[src/rtl/calcu_pkg.sv]
// Constants and state encoding for the calculator mailbox handshake.
// The firmware build uses the same mailbox layout and flag values.
package calcu_pkg;

  typedef enum logic [3:0] {
    IDLE,
    WR_A,
    WR_B,
    WR_OP,
    WR_FLAG,
    POLL,
    READ_RES,
    DONE,
    ABORT
  } calcu_state_e;

  localparam logic [31:0] CALCU_OPA_ADDR  = 32'h0000_0000;
  localparam logic [31:0] CALCU_OPB_ADDR  = 32'h0000_0004;
  localparam logic [31:0] CALCU_OPC_ADDR  = 32'h0000_0008;
  localparam logic [31:0] CALCU_FLAG_ADDR = 32'h0000_000C;
  localparam logic [31:0] CALCU_RES_ADDR  = 32'h0000_0010;
  localparam int          CALCU_TIMEOUT   = 1024;

  localparam logic [31:0] FLAG_GO  = 32'h0000_0001;
  localparam logic [31:0] FLAG_CLR = 32'h0000_0000;

  function automatic logic [31:0] opcode_word(input logic [3:0] op);
    return {28'b0, op};
  endfunction

endpackage

[src/rtl/calcu_poll_timer.sv]
// Poll-cycle counter: cleared before polling, bumped on each busy poll,
// and reports expiry on the last permitted poll.
module calcu_poll_timer #(
  parameter int TIMEOUT = 1024
) (
  input  logic clk,
  input  logic rst,
  input  logic clear_i,
  input  logic inc_i,
  output logic expired_o
);

  localparam int CW = $clog2(TIMEOUT + 1);
  localparam logic [CW-1:0] LAST = CW'(TIMEOUT - 1);
  localparam logic [CW-1:0] MAX  = CW'(TIMEOUT);

  logic [CW-1:0] count_q, count_d;

  // Saturate at TIMEOUT so the counter can never wrap back into range.
  always_comb begin
    count_d = count_q;
    if (clear_i) begin
      count_d = '0;
    end else if (inc_i && (count_q != MAX)) begin
      count_d = count_q + 1'b1;
    end
  end

  always_ff @(posedge clk or posedge rst) begin
    if (rst) begin
      count_q <= '0;
    end else begin
      count_q <= count_d;
    end
  end

  assign expired_o = (count_q == LAST);

endmodule

[src/rtl/calcu_host_sequencer.sv]
// Host side of the calculator mailbox: writes operands, raises GO,
// polls until firmware clears it, then returns the result word.
module calcu_host_sequencer
  import calcu_pkg::*;
#(
  parameter logic [31:0] OPA_ADDR  = CALCU_OPA_ADDR,
  parameter logic [31:0] OPB_ADDR  = CALCU_OPB_ADDR,
  parameter logic [31:0] OPC_ADDR  = CALCU_OPC_ADDR,
  parameter logic [31:0] FLAG_ADDR = CALCU_FLAG_ADDR,
  parameter logic [31:0] RES_ADDR  = CALCU_RES_ADDR,
  parameter int          TIMEOUT   = CALCU_TIMEOUT
) (
  input  logic        CLK,
  input  logic        RST,
  input  logic        start,
  input  logic [31:0] operand_a,
  input  logic [31:0] operand_b,
  input  logic [3:0]  opcode,
  output logic        busy,
  output logic        done,
  output logic        timeout_err,
  output logic [31:0] result,
  output logic [31:0] addressCalcu,
  output logic [31:0] EntradaCalcu,
  output logic        writeEnableCalcu,
  input  logic [31:0] resultadoCalcu
);

  calcu_state_e state_q, state_d;
  logic [31:0]  a_q, a_d;
  logic [31:0]  b_q, b_d;
  logic [3:0]   op_q, op_d;
  logic [31:0]  result_q, result_d;
  logic         err_q, err_d;
  logic         timerClear;
  logic         timerInc;
  logic         timerExpired;

  calcu_poll_timer #(
    .TIMEOUT(TIMEOUT)
  ) u_poll_timer (
    .clk      (CLK),
    .rst      (RST),
    .clear_i  (timerClear),
    .inc_i    (timerInc),
    .expired_o(timerExpired)
  );

  always_comb begin
    state_d    = state_q;
    a_d        = a_q;
    b_d        = b_q;
    op_d       = op_q;
    result_d   = result_q;
    err_d      = err_q;
    timerClear = 1'b0;
    timerInc   = 1'b0;
    unique case (state_q)
      IDLE: begin
        if (start) begin
          a_d     = operand_a;
          b_d     = operand_b;
          op_d    = opcode;
          err_d   = 1'b0;
          state_d = WR_A;
        end
      end
      WR_A:    state_d = WR_B;
      WR_B:    state_d = WR_OP;
      WR_OP:   state_d = WR_FLAG;
      WR_FLAG: begin
        timerClear = 1'b1;
        state_d    = POLL;
      end
      // The counter still advances on the aborting poll; it saturates.
      POLL: begin
        if (resultadoCalcu == FLAG_CLR) begin
          state_d = READ_RES;
        end else begin
          timerInc = 1'b1;
          if (timerExpired) begin
            state_d = ABORT;
          end
        end
      end
      READ_RES: begin
        result_d = resultadoCalcu;
        state_d  = DONE;
      end
      DONE:  state_d = IDLE;
      ABORT: begin
        err_d   = 1'b1;
        state_d = IDLE;
      end
      default: state_d = IDLE;
    endcase
  end

  always_ff @(posedge CLK or posedge RST) begin
    if (RST) begin
      state_q  <= IDLE;
      a_q      <= '0;
      b_q      <= '0;
      op_q     <= '0;
      result_q <= '0;
      err_q    <= 1'b0;
    end else begin
      state_q  <= state_d;
      a_q      <= a_d;
      b_q      <= b_d;
      op_q     <= op_d;
      result_q <= result_d;
      err_q    <= err_d;
    end
  end

  // Bus is a pure decode of registered state so start never reaches it.
  always_comb begin
    addressCalcu     = RES_ADDR;
    EntradaCalcu     = FLAG_CLR;
    writeEnableCalcu = 1'b0;
    unique case (state_q)
      WR_A: begin
        addressCalcu     = OPA_ADDR;
        EntradaCalcu     = a_q;
        writeEnableCalcu = 1'b1;
      end
      WR_B: begin
        addressCalcu     = OPB_ADDR;
        EntradaCalcu     = b_q;
        writeEnableCalcu = 1'b1;
      end
      WR_OP: begin
        addressCalcu     = OPC_ADDR;
        EntradaCalcu     = opcode_word(op_q);
        writeEnableCalcu = 1'b1;
      end
      WR_FLAG: begin
        addressCalcu     = FLAG_ADDR;
        EntradaCalcu     = FLAG_GO;
        writeEnableCalcu = 1'b1;
      end
      POLL:  addressCalcu = FLAG_ADDR;
      ABORT: begin
        addressCalcu     = FLAG_ADDR;
        EntradaCalcu     = FLAG_CLR;
        writeEnableCalcu = 1'b1;
      end
      default: addressCalcu = RES_ADDR;
    endcase
  end

  assign busy        = (state_q != IDLE);
  assign done        = (state_q == DONE);
  assign timeout_err = err_q;
  assign result      = result_q;

endmodule

[config.mk]
export PLATFORM = sky130hd
export DESIGN_NAME = calcu_host_sequencer
export DESIGN_NICKNAME = d
export VERILOG_FILES = /design/src/rtl/calcu_pkg.sv /design/src/rtl/calcu_poll_timer.sv /design/src/rtl/calcu_host_sequencer.sv
export SDC_FILE = /design/constraint.sdc
export NUM_CORES = 1
export LEC_CHECK = 0
export BUFFER_PORTS_ARGS = -buffer_cell sky130_fd_sc_hd__buf_2
export CAP_MARGIN = 20
export CORE_MARGIN = 3
export CORE_UTILIZATION = 55
export CTS_BUF_LIST = sky130_fd_sc_hd__clkbuf_2
export DETAILED_ROUTE_END_ITERATION = 8
export PLACE_DENSITY = 0.88
export SLEW_MARGIN = 40
export SYNTH_ARGS = -nofsm -noshare
export SYNTH_HDL_FRONTEND = slang
export SYNTH_SLANG_ARGS = --single-unit
[constraint.sdc]
create_clock -name CLK -period 7 [get_ports CLK]
set_clock_uncertainty 0.2 [all_clocks]
set_input_delay 1.05 -clock CLK [delete_from_list [all_inputs] [get_ports CLK]]
set_output_delay 1.05 -clock CLK [all_outputs]
set_load 0.01 [all_outputs]
==> summary.txt, run 1 <==
Global route
  – GR Util All Layers: between 20% and 30%
  – GRT met2 Usage: approximately two fifths
  – Busiest grt layer: met2
  – Initial antenna violation count: 0
  – Vias in the first global route: between 4000 and 5000
  – Largest net degree at the start of global routing: 87
  – GR Layer Usage met1: about 27%
  – First-pass GRT wire length: 20.2 mm
  – Met3 Resource Use GR: 6.67%
  – Gr ovfl total: 0

Synth
  – Post-synthesis sequential area ratio: 54.3%
  – Synth cell count leaders: dfrtp_1 (116), mux2_2 (103), buf_4 (30), a22o_1 (29), nor2_1 (18)
  – Async S/R FF share, synth: 100%
  – Ys Warns: 0
  – Synth Area in XOR/XNOR: 0.164%
  – Post-synthesis mux area share: 22.1%
  – Synth top area cells: dfrtp_1 (54%), mux2_2 (22%), a22o_1 (4.7%), buf_4 (4.2%), nor2_1 (1.3%)
  – Synth Area in Adders: less than 1%
  – Main combinational cell family by area after synthesis: multiplexers
  – Synth area leader: dfrtp_1
  – Syn Inst Count: 424
  – Main flop type after synthesis: dfrtp_1
  – Most numerous cell in the Yosys netlist: dfrtp_1
  – Synthesized area per cell: 12.6 µm²
  – Post-Synth Simple-Gate Area: under 10%
  – Yosys top cell area share: 54.3%
  – Syn Std Cell Area: approximately 5400 µm²
  – Compound-Gate Fraction of Synth Area: 9.07%
  – Post-synth EDFFs: 0
  – Count of cell types in the netlist: 40
  – Synthesis-stage register bit count: 116

Finish
  – # diodes: 0
  – Cell Count, Final, Fillers Out: 738
  – Finished layout cell area: 6490 µm²
  – Nets: 701
  – Area Overhead vs Synth: 21.4%
  – Core Util, Final: a little over two thirds
  – Ratio of cells with drive above 1 in the final layout: 53.4%

STA
  – Tcrit/Tclk final: 55.5%
  – Worst-margin pin slew: 0.682 ns
  – Minimum clock period: 3.89 ns
  – Final WS setup: 3.11 ns
  – Final setup vio count: 0
  – Slew Limit Fails: 0
  – Hold_ws: between 0.15 and 0.2 ns
  – Slew margin rel.: 54.3%
  – Max Fclk: approximately 0.26 GHz
  – Fin Setup TNS: 0 ns
  – RSZ-0062 raised after global routing: false
  – Final Hold Fails: 0

Floorplanning
  – Die width: 105 µm
  – Core outline area: about 9300 µm²
  – Initial Util: 57.4%
  – Row count: 35
  – DIE AREA: ~11000 µm²
  – I/O Pins: about 200
  – Chip Height: 105 µm

Power
  – Leakage Power: 3.14 nW
  – Power density over cell area: 410 nW/µm²
  – Maximum VDD drop: between 200 and 250 µV
  – Pwr Total: 2.66 mW

Critical path
  – Critical Path, Cell by Cell: or2_2 > nor2_4 > a22o_1 > buf_2
  – R2r startpoint: state_q[0]$_DFFE_PP0P_
  – Reg2Reg Depth: 5
  – Kind of end point of the critical path: primary output
  – Crit-path max cell delay: 0.57 ns
  – CP required: 5.75 ns
  – R2R setup slack: 4.57 ns
  – Critical path's top delay family: simple AND/OR/NAND/NOR gates
  – Critical Path Source Type: flop
  – FF-to-FF End: u_poll_timer.count_q[7]$_DFFE_PP0P_
  – CP bufs+invs: 1
  – Crit path max fanout: 28
  – Worst endpoint data arrival time: 2.64 ns
  – Cell at the slowest stage of the critical path: dfrtp_1
  – Setup CP Type: flop to primary output

Clock network
  – CTS resizes: 0
  – Reg clk slew, reported paths: ~0.2 ns
  – Worst-skew pair later-pin latency: 0.63 ns
  – # hold bufs at CTS: 0
  – Clock tree root driver cell: clkbuf_2
  – CTS tree: built
  – Postcts setup bufs: 0
  – H-tree level count: 4
  – Sink Count: around 120
  – Num CTS Buffers: 17
  – Clk buf depth: 2

Worst hold path
  – Class of the worst hold path: primary input to async pin

Placed design
  – Post-detail-place hpwl: approximately 9 mm
  – Placed insts: slightly above 700
  – Placed cell area: 6220 µm²
  – Gp weighted congestion: 0.806
  – Number of port buffers: 173
  – Dpl ws: ~3.8 ns

Detailed routing
  – ANT nets after route: 0
  – Initial drt markers: ~240
  – Wire per inst: 16.7 µm
  – DR vias/cell: 5.43
  – Total number of vias: 4004
  – Drt total wl: between 10 and 15 mm
  – DRC Markers: 0
  – Pre-antenna DRT Iters: 5

Flow run
  – Max-Cap Viols: 0

Run status
  – Status: completed
placed cells by master, fill, tap and decap left out, types with 2 or more instances in the layout:
| master | instances |
|---|---|
| buf_2 | 173 |
| dfrtp_1 | 116 |
| mux2_2 | 103 |
| a22o_1 | 29 |
| conb_1 | 29 |
| clkbuf_2 | 18 |
| nor2_1 | 16 |
| a21oi_1 | 13 |
| nand3_1 | 10 |
| o21ai_0 | 10 |
| nor4_1 | 10 |
| nand2_1 | 9 |
| o31ai_1 | 6 |
| clkinvlp_4 | 6 |
| inv_1 | 5 |
| or4_1 | 5 |
| nand2b_1 | 3 |
| a22oi_1 | 3 |
| nand4_1 | 3 |
| bufinv_16 | 3 |
| clkinv_4 | 3 |
| nor2_2 | 2 |
| nand3_2 | 2 |
| or2_2 | 2 |
| nor2_4 | 2 |
| mux2i_1 | 2 |
| nor2b_1 | 2 |
| or3_1 | 2 |
| ha_1 | 2 |
| inv_6 | 2 |
power by group:
part / internal, mW / switching, mW
clock network: 0.203 / 0.271
registers: 0.975 / 0.196
logic: 0.529 / 0.487
total: 1.71 / 0.954
logic make-up after synthesis:
group,after synthesis
DFF,116
muxes,105
and+or+nand+nor,75
AOI/OAI and AO/OA,67
buffers and inverters,57
adders and majority gates,2
other,1
xor gates and xnor gates,1
cell type report:
| class | count | area, µm² |
|---|---|---|
| sequential | 116 | 2900 |
| fill | 701 | 2830 |
| multi-input combinational | 279 | 2240 |
| timing repair buffer | 176 | 898 |
| clock inverter | 14 | 179 |
| tap | 129 | 161 |
| clock buffer | 18 | 90.1 |
| inverter | 6 | 25.0 |
sequential cells by signal, indices dropped and copies added (netlist names):
signal                flops
result                   32
b_q                      32
state_q                   4
timeout_err               1
a_q                      32
op_q                      4
u_poll_timer.count_q     11
worst max path at each step:
stage                                 startpoint            endpoint  slack, ns  cells past startpoint
after global placement    state_q[3]$_DFFE_PP0P_     EntradaCalcu[4]       3.64                      4
after CTS                 state_q[3]$_DFFE_PP0P_    EntradaCalcu[25]       3.06                      4
final                     state_q[3]$_DFFE_PP0P_    EntradaCalcu[25]       3.11                      4
after global routing      state_q[3]$_DFFE_PP0P_    EntradaCalcu[25]       2.98                      4
after floorplan                              RST  a_q[0]$_DFFE_PP0P_       2.68                      1
after detailed placement  state_q[3]$_DFFE_PP0P_    EntradaCalcu[25]       3.78                      4
routing by layer:
| metal | wire length (µm) | up-vias | part of all wire [%] |
|---|---|---|---|
| li1 | - | 1842 | - |
| met1 | 4760 | 1959 | 39 |
| met2 | 6360 | 176 | 52 |
| met3 | 953 | 27 | 7.7 |
| met4 | 262 | 0 | 2.1 |
| met5 | 0 | - | 0 |
No activity file was read; power rests on OpenSTA's default activity.
==> run 2: changes to the inputs <==
CORE_UTILIZATION = 46   (was 55)
PLACE_DENSITY = 0.79   (was 0.88)
clock period = 3.57 ns   (was 7 ns; I/O delays follow)
==> run 2 against run 1 <==
Routed wire length grew 21%; sequential power rose by 98%; combinational power rose by 110%; register-to-register slack got worse by 3.4 ns; via count up 13%; largest cell class unchanged; cell area rose by 16%; clock power up 57%; core utilization is 1.8 points lower.
==> summary.txt, run 2 (synthesized netlist as in run 1, its figures left out) <==
Critical path
  – Setup CP Type: flop to primary output
  – Worst endpoint data arrival time: 2.66 ns
  – CP required: 2.83 ns
  – Kind of end point of the critical path: primary output
  – Crit path max fanout: 21
  – Critical Path Source Type: flop

Clock network
  – Num CTS Buffers: 17
  – Sink Count: 116
  – H-tree level count: 4
  – CTS tree: built
  – Clock tree root driver cell: clkbuf_2
  – Worst-skew pair later-pin latency: 0.71 ns
  – Clk buf depth: 2
  – Reg clk slew, reported paths: 0.20 ns
  – Postcts setup bufs: 0

Floorplanning
  – Core outline area: 11100 µm²
  – Die width: 114 µm
  – I/O Pins: 203
  – DIE AREA: 13000 µm²
  – Initial Util: 48.3%
  – Row count: 38
  – Chip Height: ~110 µm

STA
  – Final Hold Fails: 0
  – Max Fclk: 0.294 GHz
  – Minimum clock period: approximately 3.4 ns
  – Tcrit/Tclk final: 95.1%
  – Final setup vio count: 0
  – Slew margin rel.: 58.7%
  – Slew Limit Fails: 0
  – RSZ-0062 raised after global routing: false
  – Worst-margin pin slew: ~0.62 ns
  – Fin Setup TNS: 0 ns

Finish
  – Ratio of cells with drive above 1 in the final layout: 45.5%
  – Reg area: roughly 2900 µm²
  – Finished layout cell area: 7510 µm²
  – Area Overhead vs Synth: 40.4%
  – Multi-input gate area: approximately 2200 µm²
  – Most common cell after layout, fill and taps aside: buf_2
  – Commonest cells after routing, fill and taps aside: buf_2 (173), dfrtp_1 (115), mux2_2 (103)
  – Filler cells: 750
  – Nets: 807

Placed design
  – Placed cell area: ~6300 µm²
  – Gp weighted congestion: 0.866
  – Post-detail-place hpwl: 9.25 mm
  – Number of port buffers: about 170

Worst hold path
  – Class of the worst hold path: flop to flop

Power
  – Leakage Power: roughly 3.6 nW
  – Power density over cell area: 696 nW/µm²
  – Pwr Total: 5.23 mW
  – Maximum VDD drop: 512 µV

Run status
  – Status: completed

Global route
  – Largest net degree at the start of global routing: 117
  – First-pass GRT wire length: 24.2 mm
  – Vias in the first global route: 4929
  – GR Util All Layers: 24.0%
  – Gr ovfl total: 0
  – Initial antenna violation count: 1

Detailed routing
  – DRC Markers: 0
  – Initial drt markers: between 200 and 300
  – Total number of vias: about 4500
  – Drt total wl: 15.0 mm
  – ANT nets after route: 0
  – DR vias/cell: 5.30
  – Wire per inst: between 15 and 20 µm
  – Pre-antenna DRT Iters: 5

Flow run
  – Max-Cap Viols: 0
-- run 2: final cells by class --
| type | instances | area share [%] |
|---|---|---|
| flip-flops and latches | 116 | 38.7 |
| multi-input cells | 279 | 29.8 |
| repair buffers | 282 | 26.3 |
| well taps | 140 | 2.33 |
| clock buffers | 20 | 1.33 |
| clock inverters | 12 | 1.20 |
| inverters | 6 | 0.350 |
| diodes | 1 | 0.0333 |
-- run 2: report_power, final --
group	internal, mW	total [mW]	switching, mW
registers	1.91	2.32	0.403
clock network	0.245	0.743	0.499
logic	1.14	2.17	1.03
-- run 2: what timing repair did --
item | CTS | global route
gates resized for setup | 0 | 2
setup endpoints to repair | 0 | 2
hold endpoints to repair | 218 | 0
hold buffers | 102 | 0
-- run 2: final timing paths --
path	startpoint	to	slack, ns	depth (start not counted)
setup / recovery	state_q[3]$_DFFE_PP0P_	EntradaCalcu[22]	0.17	5
hold / removal	result[11]$_DFFE_PP0P_	result[11]$_DFFE_PP0P_	0.32	1
setup reg to reg	state_q[3]$_DFFE_PP0P_	u_poll_timer.count_q[7]$_DFFE_PP0P_	1.14	5
hold reg to reg	result[11]$_DFFE_PP0P_	result[11]$_DFFE_PP0P_	0.32	1
max in group asynchronous	RST	state_q[1]$_DFFE_PP0P_	2.35	4
min in group asynchronous	RST	a_q[28]$_DFFE_PP0P_	0.33	4
-- run 2: routing by layer --
layer | wire length [µm] | vias up | GRT usage (%)
li1 | - | 2052 | -
met1 | 5320 | 2234 | 24.8
met2 | 8000 | 202 | 43.7
met3 | 1130 | 50 | 7.59
met4 | 529 | 0 | 11.8
met5 | 0 | - | 0
-- run 2: worst max-delay path, cell delays in order, from the launching register on --
cell and delay [ns]:
dfrtp_1 0.57, or2_2 0.45, nor2_2 0.40, buf_12 0.22
a22o_1 0.16, buf_2 0.13
-- run 2: metrics by stage --
step / std cells / setup WS (ns) / utilization [%] / hold slack (ns)
after floorplan: 452 / 1.22 / - / 0.274
after global placement: 721 / 1.06 / 56.8 / 0.284
after detailed placement: 721 / 0.985 / 56.8 / 0.290
after CTS: 855 / 0.167 / 67.7 / 0.327
after global routing: 856 / 0.00230 / 67.8 / 0.344
final: 856 / 0.174 / 67.8 / 0.324
==> run 3: changes to the inputs <==
clock period = 2.9 ns   (was 3.57 ns; I/O delays follow)
==> run 3 against run 2 <==
Clock power rose by 40%; combinational power up 38%; non-clock buffer count increased by 12; first-iteration DRC count grew 23%; count of clock-buffer cells in the layout shrank 3; cell area rose by 3.4%; critical path depth grew 1; core utilization increased by 2.3 points; largest cell class unchanged.
==> summary.txt, run 3 (synthesized netlist as in run 1, its figures left out) <==
Run status
  – Status: completed

Critical path
  – R2r startpoint: state_q[3]$_DFFE_PP0P_
  – Setup CP Type: flop to primary output
  – FF-to-FF End: u_poll_timer.count_q[7]$_DFFE_PP0P_
  – Kind of end point of the critical path: primary output
  – Critical Path Source Type: flop
  – CP endpoint: EntradaCalcu[5]
  – R2R setup slack: 0.55 ns
  – Reg2Reg Depth: 6
  – Crit path max fanout: 14
  – CP required: between 2 and 2.5 ns
  – Worst setup startpoint: state_q[2]$_DFFE_PP0P_
  – Worst endpoint data arrival time: 2.18 ns

Detailed routing
  – DR vias/cell: 5.39
  – ANT nets after route: 0
  – Wire per inst: around 19 µm
  – DRC Markers: 0
  – Total number of vias: between 4000 and 5000
  – Drt total wl: 16.3 mm
  – Pre-antenna DRT Iters: 5
  – Initial drt markers: 308

Floorplanning
  – Initial Util: 48.3%
  – Die width: about 110 µm
  – Chip Height: 114 µm
  – DIE AREA: 13000 µm²
  – Row count: 38
  – I/O Pins: between 200 and 250
  – Core outline area: between 10000 and 15000 µm²

Finish
  – Area Overhead vs Synth: 45.1%
  – Ratio of cells with drive above 1 in the final layout: between 40% and 50%
  – Core Util, Final: 70.1%
  – Commonest cells after routing, fill and taps aside: buf_2 (170), dfrtp_1 (112), mux2_2 (103)
  – Filler cells: 710
  – Multi-input gate area: ~2300 µm²
  – # diodes: 0
  – Most common cell after layout, fill and taps aside: buf_2
  – Nets: ~800
  – Reg area: 2910 µm²

Power
  – Power density over cell area: 888 nW/µm²
  – Leakage Power: 3.68 nW
  – Maximum VDD drop: 592 µV

STA
  – Final WS setup: 0.0815 ns
  – RSZ-0062 raised after global routing: true
  – Max Fclk: ~0.35 GHz
  – Minimum clock period: roughly 2.8 ns
  – Slew margin rel.: a little under 60%
  – Slew Limit Fails: 0
  – Final Hold Fails: 0
  – Tcrit/Tclk final: 97.2%
  – Final setup vio count: 0
  – Worst-margin pin slew: 0.615 ns

Global route
  – Largest net degree at the start of global routing: 117
  – Initial antenna violation count: 0
  – First-pass GRT wire length: between 20 and 30 mm
  – Vias in the first global route: between 5000 and 6000
  – GR Util All Layers: about 26%
  – Gr ovfl total: 0

Clock network
  – Sink Count: between 100 and 150
  – Num CTS Buffers: 17
  – Clk buf depth: 2
  – Reg clk slew, reported paths: 0.19 ns
  – CTS tree: built
  – H-tree level count: 4
  – Clock tree root driver cell: clkbuf_2
  – Worst-skew pair later-pin latency: approximately 0.69 ns

Placed design
  – Number of port buffers: 173
  – Post-detail-place hpwl: 9.04 mm
  – Dpl ws: 0.522 ns
  – Gp weighted congestion: 0.826

Worst hold path
  – Class of the worst hold path: primary input to async pin

Flow run
  – Max-Cap Viols: 0
run 3: cell type report:
type	instances	area share, %
flip-flops and latches	116	37.5
multi-input cells	279	29.0
repair buffers	294	28.0
well taps	140	2.26
clock inverters	15	1.81
clock buffers	17	1.10
inverters	6	0.338
run 3: where the power goes:
| part | switching, mW | leakage [nW] | internal, mW |
|---|---|---|---|
| Clock | 0.659 | 0.134 | 0.384 |
| Sequential | 0.492 | 1.41 | 2.36 |
| Combinational | 1.40 | 2.14 | 1.60 |
| Total | 2.55 | 3.68 | 4.35 |
run 3: through the flow:
| stage | power [mW] | hold WS (ns) | setup TNS, ns | instances | area [µm²] |
|---|---|---|---|---|---|
| global route | 7.27 | 0.237 | -0.0770 | 867 | 7760 |
| floorplan | 4.45 | 0.274 | 0 | 452 | 5460 |
| finish | 6.90 | 0.221 | 0 | 867 | 7760 |
| detailed placement | 5.37 | 0.292 | 0 | 722 | 6300 |
| CTS | 6.69 | 0.198 | 0 | 865 | 7690 |
| global placement | 5.25 | 0.284 | 0 | 722 | 6300 |
run 3: worst max-delay path, stage by stage (launching register included):
cell and delay (ns):
dfrtp_2 0.46, or2_4 0.31, nor2_4 0.13, buf_12 0.13, buf_16 0.14, a22o_1 0.16, buf_2 0.15
run 3: how the worst min path moves through the flow:
| stage | depth (start not counted) | endpoint | startpoint | slack, ns |
|---|---|---|---|---|
| 2_1_floorplan | 1 | op_q[3]$_DFFE_PP0P_ | op_q[3]$_DFFE_PP0P_ | 0.27 |
| 3_3_place_gp | 1 | result[3]$_DFFE_PP0P_ | result[3]$_DFFE_PP0P_ | 0.28 |
| 3_5_place_dp | 1 | result[0]$_DFFE_PP0P_ | result[0]$_DFFE_PP0P_ | 0.29 |
| 4_1_cts | 4 | result[28]$_DFFE_PP0P_ | RST | 0.20 |
| 5_1_grt | 4 | result[2]$_DFFE_PP0P_ | RST | 0.24 |
| 6_report | 4 | result[0]$_DFFE_PP0P_ | RST | 0.22 |
run 3: layer usage:
metal	GRT usage, %	up-vias	share of wire [%]
met3	7.53	52	7.4
met1	26.9	2302	36
met4	13.1	0	3.4
met2	46.7	240	53
met5	0	-	0
li1	-	2082	-
run 3: what timing repair did:
action                                  in CTS  in global routing
gates resized for setup                     14                  6
hold buffers                               102                  0
hold endpoints to repair                   218                  0
pin swaps                                    1                  8
cloned                                       1                  1
setup buffers                                8                  1
endpoints found under the setup margin      30                 23
